===== src/rtl/img_stream_gen.sv =====
// Raster pixel source: runs N frames per start, with a frame gap before each frame and
// optional line blanking. Pixels come from an external ready/valid stream or an internal
// ramp, constant or checker pattern.
module img_stream_gen #(
   parameter int unsigned IMG_WIDTH  = 120,
   parameter int unsigned IMG_HEIGHT = 100,
   parameter int unsigned PIX_W      = 8,
   parameter int unsigned CNT_W      = 10,
   parameter int unsigned FRAME_GAP  = 1000,
   parameter int unsigned LINE_GAP   = 0,
   parameter int unsigned NFRM_W     = 8
) (
   input  logic              clk,
   input  logic              rst,
   input  logic              start,
   input  logic [1:0]        mode,
   input  logic [NFRM_W-1:0] num_frames,
   input  logic [PIX_W-1:0]  pattern_val,
   input  logic [PIX_W-1:0]  src_data,
   input  logic              src_valid,
   output logic              src_ready,
   output logic [PIX_W-1:0]  img_dout,
   output logic              img_dout_valid,
   output logic [CNT_W-1:0]  col_cnt,
   output logic [CNT_W-1:0]  row_cnt,
   output logic              sof,
   output logic              eol,
   output logic              eof,
   output logic              frame_id,
   output logic              busy,
   output logic              done
);

   localparam int unsigned GAP_MAX = (FRAME_GAP > LINE_GAP) ? FRAME_GAP : LINE_GAP;
   localparam int unsigned GAP_W   = $clog2(GAP_MAX + 1);
   localparam int unsigned CHK_B   = (CNT_W > 3) ? 3 : CNT_W - 1;
   localparam bit          HAS_LGAP = (LINE_GAP != 0);

   localparam logic [CNT_W-1:0] COL_LAST  = CNT_W'(IMG_WIDTH - 1);
   localparam logic [CNT_W-1:0] ROW_LAST  = CNT_W'(IMG_HEIGHT - 1);
   localparam logic [GAP_W-1:0] FGAP_INIT = GAP_W'(FRAME_GAP - 1);
   localparam logic [GAP_W-1:0] LGAP_INIT = GAP_W'(HAS_LGAP ? LINE_GAP - 1 : 0);

   localparam logic [1:0] MODE_EXT   = 2'd0;
   localparam logic [1:0] MODE_RAMP  = 2'd1;
   localparam logic [1:0] MODE_CONST = 2'd2;

   typedef enum logic [2:0] {
      S_IDLE,
      S_FGAP,
      S_ACTIVE,
      S_LGAP,
      S_DONE
   } state_t;

   state_t            state, state_n;
   logic [CNT_W-1:0]  col, col_n;
   logic [CNT_W-1:0]  row, row_n;
   logic [GAP_W-1:0]  gap, gap_n;
   logic [NFRM_W-1:0] frm_left, frm_left_n;
   logic              fid, fid_n;
   logic [1:0]        run_mode, run_mode_n;
   logic [PIX_W-1:0]  run_pat, run_pat_n;

   logic              ext_sel;
   logic              fire;
   logic [CNT_W:0]    ramp_sum;
   logic [PIX_W-1:0]  pix;

   assign ext_sel   = (run_mode == MODE_EXT);
   assign src_ready = (state == S_ACTIVE) && ext_sel;

   // State, raster counters and run configuration registers
   always_ff @(posedge clk) begin
      if (!rst) begin
         state    <= S_IDLE;
         col      <= '0;
         row      <= '0;
         gap      <= '0;
         frm_left <= '0;
         fid      <= 1'b0;
         run_mode <= '0;
         run_pat  <= '0;
      end else begin
         state    <= state_n;
         col      <= col_n;
         row      <= row_n;
         gap      <= gap_n;
         frm_left <= frm_left_n;
         fid      <= fid_n;
         run_mode <= run_mode_n;
         run_pat  <= run_pat_n;
      end
   end

   // Next-state logic: gaps, raster walk, frame sequencing
   always_comb begin
      state_n    = state;
      col_n      = col;
      row_n      = row;
      gap_n      = gap;
      frm_left_n = frm_left;
      fid_n      = fid;
      run_mode_n = run_mode;
      run_pat_n  = run_pat;
      fire       = 1'b0;

      case (state)
         S_IDLE: begin
            // A start coinciding with the done pulse is dropped
            if (start && !done) begin
               state_n    = S_FGAP;
               gap_n      = FGAP_INIT;
               col_n      = '0;
               row_n      = '0;
               fid_n      = 1'b0;
               run_mode_n = mode;
               run_pat_n  = pattern_val;
               frm_left_n = (num_frames == '0) ? '0 : num_frames - NFRM_W'(1);
            end
         end

         S_FGAP, S_LGAP: begin
            if (gap == '0) begin
               state_n = S_ACTIVE;
            end else begin
               gap_n = gap - GAP_W'(1);
            end
         end

         S_ACTIVE: begin
            fire = !ext_sel || src_valid;
            if (fire) begin
               if (col == COL_LAST) begin
                  col_n = '0;
                  if (row == ROW_LAST) begin
                     row_n = '0;
                     if (frm_left != '0) begin
                        frm_left_n = frm_left - NFRM_W'(1);
                        fid_n      = ~fid;
                        state_n    = S_FGAP;
                        gap_n      = FGAP_INIT;
                     end else begin
                        state_n = S_DONE;
                     end
                  end else begin
                     row_n = row + CNT_W'(1);
                     if (HAS_LGAP) begin
                        state_n = S_LGAP;
                        gap_n   = LGAP_INIT;
                     end
                  end
               end else begin
                  col_n = col + CNT_W'(1);
               end
            end
         end

         S_DONE: begin
            state_n = S_IDLE;
         end

         default: begin
            state_n = S_IDLE;
         end
      endcase
   end

   // Pixel value for the current raster position
   always_comb begin
      ramp_sum = {1'b0, col} + {1'b0, row};
      case (run_mode)
         MODE_EXT:   pix = src_data;
         MODE_RAMP:  pix = PIX_W'(ramp_sum);
         MODE_CONST: pix = run_pat;
         default:    pix = (col[CHK_B] ^ row[CHK_B]) ? '1 : '0;
      endcase
   end

   // Output register: pixel plus sideband, held while no pixel is emitted
   always_ff @(posedge clk) begin
      if (!rst) begin
         img_dout       <= '0;
         img_dout_valid <= 1'b0;
         col_cnt        <= '0;
         row_cnt        <= '0;
         sof            <= 1'b0;
         eol            <= 1'b0;
         eof            <= 1'b0;
         frame_id       <= 1'b0;
         busy           <= 1'b0;
         done           <= 1'b0;
      end else begin
         img_dout_valid <= fire;
         busy           <= (state_n != S_IDLE);
         done           <= (state == S_DONE);
         if (fire) begin
            img_dout <= pix;
            col_cnt  <= col;
            row_cnt  <= row;
            sof      <= (col == '0) && (row == '0);
            eol      <= (col == COL_LAST);
            eof      <= (col == COL_LAST) && (row == ROW_LAST);
            frame_id <= fid;
         end
      end
   end

endmodule

===== config.mk =====
export PLATFORM = sky130hd
export DESIGN_NAME = img_stream_gen
export DESIGN_NICKNAME = d
export VERILOG_FILES = /design/src/rtl/img_stream_gen.sv
export SDC_FILE = /design/constraint.sdc
export NUM_CORES = 1
export LEC_CHECK = 0
export CAP_MARGIN = 20
export CELL_PAD_IN_SITES_DETAIL_PLACEMENT = 0
export CELL_PAD_IN_SITES_GLOBAL_PLACEMENT = 1
export CORE_AREA = 2 2 131 133
export CTS_CLUSTER_SIZE = 40
export DETAILED_ROUTE_END_ITERATION = 10
export DIE_AREA = 0 0 133 135
export PLACE_DENSITY_LB_ADDON = 0.1
export REMOVE_ABC_BUFFERS = 1
export SYNTH_ARGS = -nofsm -noshare
export SYNTH_HDL_FRONTEND = slang
export SYNTH_SLANG_ARGS = --single-unit

===== constraint.sdc =====
create_clock -name clk -period 2 [get_ports clk]
set_input_delay 0.3 -clock clk [delete_from_list [all_inputs] [get_ports clk]]
set_output_delay 0.3 -clock clk [all_outputs]
set_load 0.05 [all_outputs]

==> run metrics, run 1 <==
outcome finished with violations; failing checks negative setup slack; setup ws final -0.07179 ns; Post-synth EDFFs 0; layout cells sized above 1 roughly a quarter; gr usage total about 16%; ys async rst share 0%; Max-slew headroom 66.08%; Syn Inst Count approximately 560; sequential-to-total area share from yosys stat ~38%; dominant synthesized flop cell dfxtp_1; Crit Path Max Fanout 8; diodes inserted 0; total count of hold-check failures in the final report 0; Non-Filler Instances 940; Die Wd 133 um; number of core rows 47; CTS tree built; drt wl/cell 15.37 um; P_leak between 0.002 and 0.003 uW; Yosys warnings 0; area delta synth->final 47.93%; Max Slew Vio Count 0; die height 135 um; setup violators final 3; mean post-synth cell area between 8 and 9 um^2; Hold Crit Class reg2reg; Detailed Routing Iterations Pass 1 4; Pwr Total ~4600 uW; Final HPWL DP 10660 um; Root Buffer clkbuf_16; Required @ worst endpoint 2.28 ns; Post-CTS Hold Buffers 0; clock skew around 0.007 ns; Starting DRT DRC Count between 150 and 200; hold slack final 0.4546 ns; Startpoint Class flop; commonest non-fill, non-tap cell in the layout buf_4; dpl cell area a little over 6000 um^2; DR vias/cell roughly 5; Synth Register Bits 87; WL final roughly 14000 um; Crit path arrival time 2.35 ns; post-route ant nets 0; io pins 66; cts bufs inserted 9; RePlAce Congestion 0.7935; DIE AREA between 15000 and 20000 um^2; worst skew pair latency roughly 0.35 ns; commonest non-fill, non-tap cells in the layout buf_4 (102), dfxtp_1 (82), nand2_1 (72); Crit. End Element flop; CP Class reg2reg; vias in the first global route 4654; fin crit share 103.6%; Power Dens Cells between 600 and 700 nW/um^2; vias 4690; largest net degree at the start of global routing 28; Final Cell Area 6782 um^2; area of the mapped netlist ~4600 um^2; flop-to-flop setup slack -0.07 ns; FMAX slightly below 0.5 GHz; Bufs on Longest Clock Path 2; first-pass GRT wire length roughly 23000 um; initial core utilization between 20% and 30%; CTS Sinks 87; library cells used by synthesis 68; max cap viols 0; # nets final 763; Worst-Margin Slew about 0.51 ns; Core Region roughly 16000 um^2; Inst Count DP approximately 920; VDD IR max about 0.44 mV; grt ovf 0; # DRC 0; RSZ-0062 raised after global routing true; initial antenna violation count 0; clock-pin slew on the worst setup and hold paths 0.06 ns; H-tree depth 3; IO buf count 65; minimum clock period 2.072 ns
[where the power goes]
| part | leakage (uW) | switching, uW | internal (uW) |
|---|---|---|---|
| Sequential | 0.000709 | 56.4 | 1820 |
| Combinational | 0.00178 | 501 | 451 |
| Clock | 0.000144 | 703 | 1080 |
[routing by layer]
metal	part of all wire, %	global-route usage [%]
met2	49	28.30
met1	46	20.29
met5	0	0
met3	2.9	2.590
met4	1.7	6.213
[state kept, by name, summed over array words and instances, names as in the netlist, 2 cells and up]
register	flops
col_cnt	10
row_cnt	10
run_mode	2
frm_left	8
state	3
img_dout	8
col	10
row	10
run_pat	8
gap	10
[cells in the mapped netlist, drive strengths merged, types with 7 or more instances]
cell type	n	area, um^2
mux2i	10	100.1
nand2	73	274.0
o31ai	7	52.55
nand4	13	81.33
or4	9	71.32
xnor2	13	113.9
a31oi	14	87.58
nand3	12	60.06
clkbuf	22	82.58
xor2	11	96.34
inv	24	90.09
nor2	59	221.5
o21ai	19	98.84
nor4	7	71.31
and2	7	43.79
ha	15	187.7
nor3	13	76.33
dfxtp	87	1742
a21oi	50	250.2
buf	8	55.05
[path summary, 6_finish.rpt]
kind / start / end / depth (start not counted)
max reg2reg: state[1] / fid / 6
min: sof / sof / 2
min reg2reg: sof / sof / 2
max: state[1] / fid / 6
[logic make-up after synthesis]
kind of cell | after synthesis | synth area share, %
compound gates | 140 | 20.09
xor+xnor | 24 | 4.585
fa+ha+maj | 16 | 4.531
buf+inv | 55 | 5.049
flops | 87 | 37.99
mux | 12 | 2.675
simple gates | 227 | 25.08
[cell type report]
class / instances / area (um^2)
well taps: 220 / 275.3
inverters: 25 / 93.84
flip-flops and latches: 87 / 1748
multi-input cells: 419 / 2804
clock inverters: 4 / 72.57
repair buffers: 175 / 1559
clock buffers: 10 / 229.0
fillers: 1674 / 9625
[worst max-delay path, cell delays in order, from the launching register on]
cell	delay (ns)
dfxtp_2	0.34
or4b_4	0.53
a2bb2oi_2	0.16
or2_1	0.23
buf_6	0.14
or4_1	0.46
a21oi_1	0.14
[timing repair]
action / 4_1_cts / 5_1_grt
gates cloned: 0 / 0
endpoints found under the setup margin: 34 / 31
buffers inserted: 5 / 3
pin swaps: 8 / 7
resized for setup: 25 / 26
[stage by stage]
stage          TNS [ns]  utilization, %  setup slack [ns]
6_report        -0.1324           41.33          -0.07179
5_1_grt         -0.8165           41.33           -0.1210
4_1_cts         -0.1177           40.40          -0.06428
3_5_place_dp     -14.77           37.79           -0.4969
3_3_place_gp     -14.09           37.79           -0.4745
2_1_floorplan    -23.65               -           -0.5813
No activity file was read; power rests on OpenSTA's default activity.
==> inputs of run 2 (changes only) <==
--- a/config.mk
+++ b/config.mk
@@ -12,6 +12,7 @@
 export CTS_CLUSTER_SIZE = 40
 export DETAILED_ROUTE_END_ITERATION = 10
 export DIE_AREA = 0 0 133 135
+export HOLD_SLACK_MARGIN = 0.02
 export PLACE_DENSITY_LB_ADDON = 0.1
 export REMOVE_ABC_BUFFERS = 1
 export SYNTH_ARGS = -nofsm -noshare
==> results of run 2 <==
No change in the layout: final DEF, timing and power equal those of run 1.
==> inputs of run 3 (changes only) <==
--- a/config.mk
+++ b/config.mk
@@ -8,10 +8,10 @@
 export CAP_MARGIN = 20
 export CELL_PAD_IN_SITES_DETAIL_PLACEMENT = 0
 export CELL_PAD_IN_SITES_GLOBAL_PLACEMENT = 1
-export CORE_AREA = 2 2 131 133
+export CORE_AREA = 2 2 115 117
 export CTS_CLUSTER_SIZE = 40
 export DETAILED_ROUTE_END_ITERATION = 10
-export DIE_AREA = 0 0 133 135
+export DIE_AREA = 0 0 117 119
 export HOLD_SLACK_MARGIN = 0.02
 export PLACE_DENSITY_LB_ADDON = 0.1
 export REMOVE_ABC_BUFFERS = 1
==> run 3 against run 2 <==
Net effect: the run still ends with negative setup slack left; final cell count shrank 3.2%; count of clock-buffer cells in the layout increased by 4; combinational power is 10% higher; sequential cell count unchanged; routed wire length is 4.5% lower; clock power down 8%; via count is essentially flat; register-to-register slack barely moved; cell area increased by 3.3%.
==> run metrics, run 3 (same netlist as run 1, synthesis figures left out) <==
Clk network pwr share 35.9% (was 38.6%); commonest non-fill, non-tap cells in the layout buf_4 (107), dfxtp_1 (81), nand2_1 (72) (was buf_4 (102), dfxtp_1 (82), nand2_1 (72)); Max Slew Vio Count 0 (unchanged); H-tree depth 3 (unchanged); P_leak 0.002731 uW (was 0.002631 uW); # DRC 0 (unchanged); WL final 13790 um (was 14450 um); CP top delay family simple AND/OR/NAND/NOR gates (unchanged); Starting DRT DRC Count 207 (was 160); vias in the first global route 4742 (was 4654); vias 4686 (was 4690); largest net degree at the start of global routing 27 (was 28); clock-pin slew on the worst setup and hold paths 0.06 ns (about the same); Bufs on Longest Clock Path 2 (unchanged); Required @ worst endpoint 2.29 ns (was 2.28 ns); RSZ-0062 raised after global routing true (unchanged); Buf/Inv on CP 1 (unchanged); max cap viols 0 (unchanged); cts bufs inserted 9 (unchanged); Hold Crit Class reg2reg (unchanged); Pwr Total 4560 uW (was 4612 uW); diodes inserted 0 (unchanged); io pins 66 (unchanged); first-pass GRT wire length 22880 um (was 23350 um); Largest stage delay, worst path 0.53 ns (about the same); Int Pwr 3290 uW (was 3351 uW); Hold Startpoint eol (was sof); initial antenna violation count 0 (unchanged); number of core rows 42 (was 47); die height 119 um (was 135 um); outcome finished with violations (unchanged); flop-to-flop setup slack -0.07 ns (about the same); VDD IR max 0.3364 mV (was 0.4412 mV); total count of hold-check failures in the final report 0 (unchanged); CTS tree built (unchanged); CTS Sinks 87 (unchanged); Final HPWL DP 9801 um (was 10660 um); Crit path arrival time 2.36 ns (was 2.35 ns); Crit Reg-Reg Startpoint state[1] (unchanged); setup ws final -0.07192 ns (was -0.07179 ns); Core Region 12870 um^2 (was 16410 um^2); drt wl/cell 15.16 um (was 15.37 um); failing checks negative setup slack (unchanged); switching power 1269 uW (was 1261 uW); Power Dens Cells 650.7 nW/um^2 (was 680.1 nW/um^2); slowest cell on the critical path or4b_4 (unchanged); clock skew 0.007643 ns (was 0.007174 ns); setup violators final 5 (was 3); minimum clock period 2.072 ns (about the same); Final Cell Area 7007 um^2 (was 6782 um^2); grt ovf 0 (unchanged); # nets final 777 (was 763); fin crit share 103.6% (about the same); Startpoint Class flop (unchanged); dpl cell area 6183 um^2 (was 6201 um^2); layout cells sized above 1 27.93% (was 24.72%); Worst-Margin Slew 0.5263 ns (was 0.5072 ns); worst skew pair latency 0.35 ns (about the same); area delta synth->final 52.84% (was 47.93%); Root Buffer clkbuf_16 (unchanged); Crit. End Element flop (unchanged); Detailed Routing Iterations Pass 1 4 (unchanged); gr usage total 20.76% (was 16.28%); Crit Path Max Fanout 7 (was 8); DIE AREA 13920 um^2 (was 17960 um^2); post-route ant nets 0 (unchanged); IO buf count 65 (unchanged); CP Launch Point state[1] (unchanged); CP Class reg2reg (unchanged); FMAX 0.4826 GHz (was 0.4827 GHz); TNS Setup -0.1432 ns (was -0.1324 ns); combinational power share 22.9% (was 20.6%); Cell Chain, Critical Path or4b_4, a2bb2oi_2, or2_4, buf_6, or4_4, a21oi_2 (was or4b_4, a2bb2oi_2, or2_1, buf_6, or4_1, a21oi_1); RePlAce Congestion 0.8805 (was 0.7935); Die Wd 117 um (was 133 um); post-place setup slack -0.5420 ns (was -0.4969 ns); Max-slew headroom 64.80% (was 66.08%); commonest non-fill, non-tap cell in the layout buf_4 (unchanged); switching share of total power 27.84% (was 27.34%); DR vias/cell 5.149 (was 4.989); initial core utilization 35.61% (was 27.94%); sequential share of power 41.2% (was 40.7%)
## run 3: what timing repair did
action                     in CTS  in global routing
hold buffers                    0                  0
cloned                          1                  0
setup buffers                  10                  6
hold endpoints to repair        0                  0
setup endpoints to repair      42                 40
pin swaps                      27                 22
resized for setup              50                 42
## run 3: area by class of cell
cell class	instances	area [um^2]
fillers	1247	5868
multi-input cells	420	2964
flip-flops and latches	87	1754
repair buffers	188	1690
clock buffers	14	284.0
well taps	176	220.2
inverters	25	93.84
## run 3: routing by layer
metal	global-route usage [%]	wire length, um
met1	27.11	6266
met2	34.00	6839
met3	3.613	459
met4	7.794	227
met5	0	0
## run 3: power by group through the flow
stage | combinational [uW] | sequential [uW] | clock, uW
final | 1050 | 1880 | 1640
after detailed placement | 874 | 1910 | 0
after floorplan | 439 | 1940 | 0
after CTS | 969 | 1870 | 1680
after global placement | 863 | 1910 | 0
after global routing | 1130 | 1890 | 1750
## run 3: worst paths after layout
check             endpoint  depth (start not counted)
hold reg to reg        eol                          2
hold / removal         eol                          2
setup reg to reg       fid                          6
setup / recovery       fid                          6
## run 3: worst reg2reg max path, stage by stage, from the launching register on
cell	delay (ns)
dfxtp_2	0.33
or4b_4	0.53
a2bb2oi_2	0.16
or2_4	0.26
buf_6	0.14
or4_4	0.48
a21oi_2	0.12
## run 3: per-stage QoR
| step | util [%] | hold slack (ns) | std cells |
|---|---|---|---|
| detailed placement | 48.03 | 0.4464 | 879 |
| floorplan | - | 0.4334 | 531 |
| global placement | 48.03 | 0.4422 | 879 |
| CTS | 52.52 | 0.4542 | 904 |
| global route | 54.42 | 0.4752 | 910 |
| finish | 54.42 | 0.4524 | 910 |
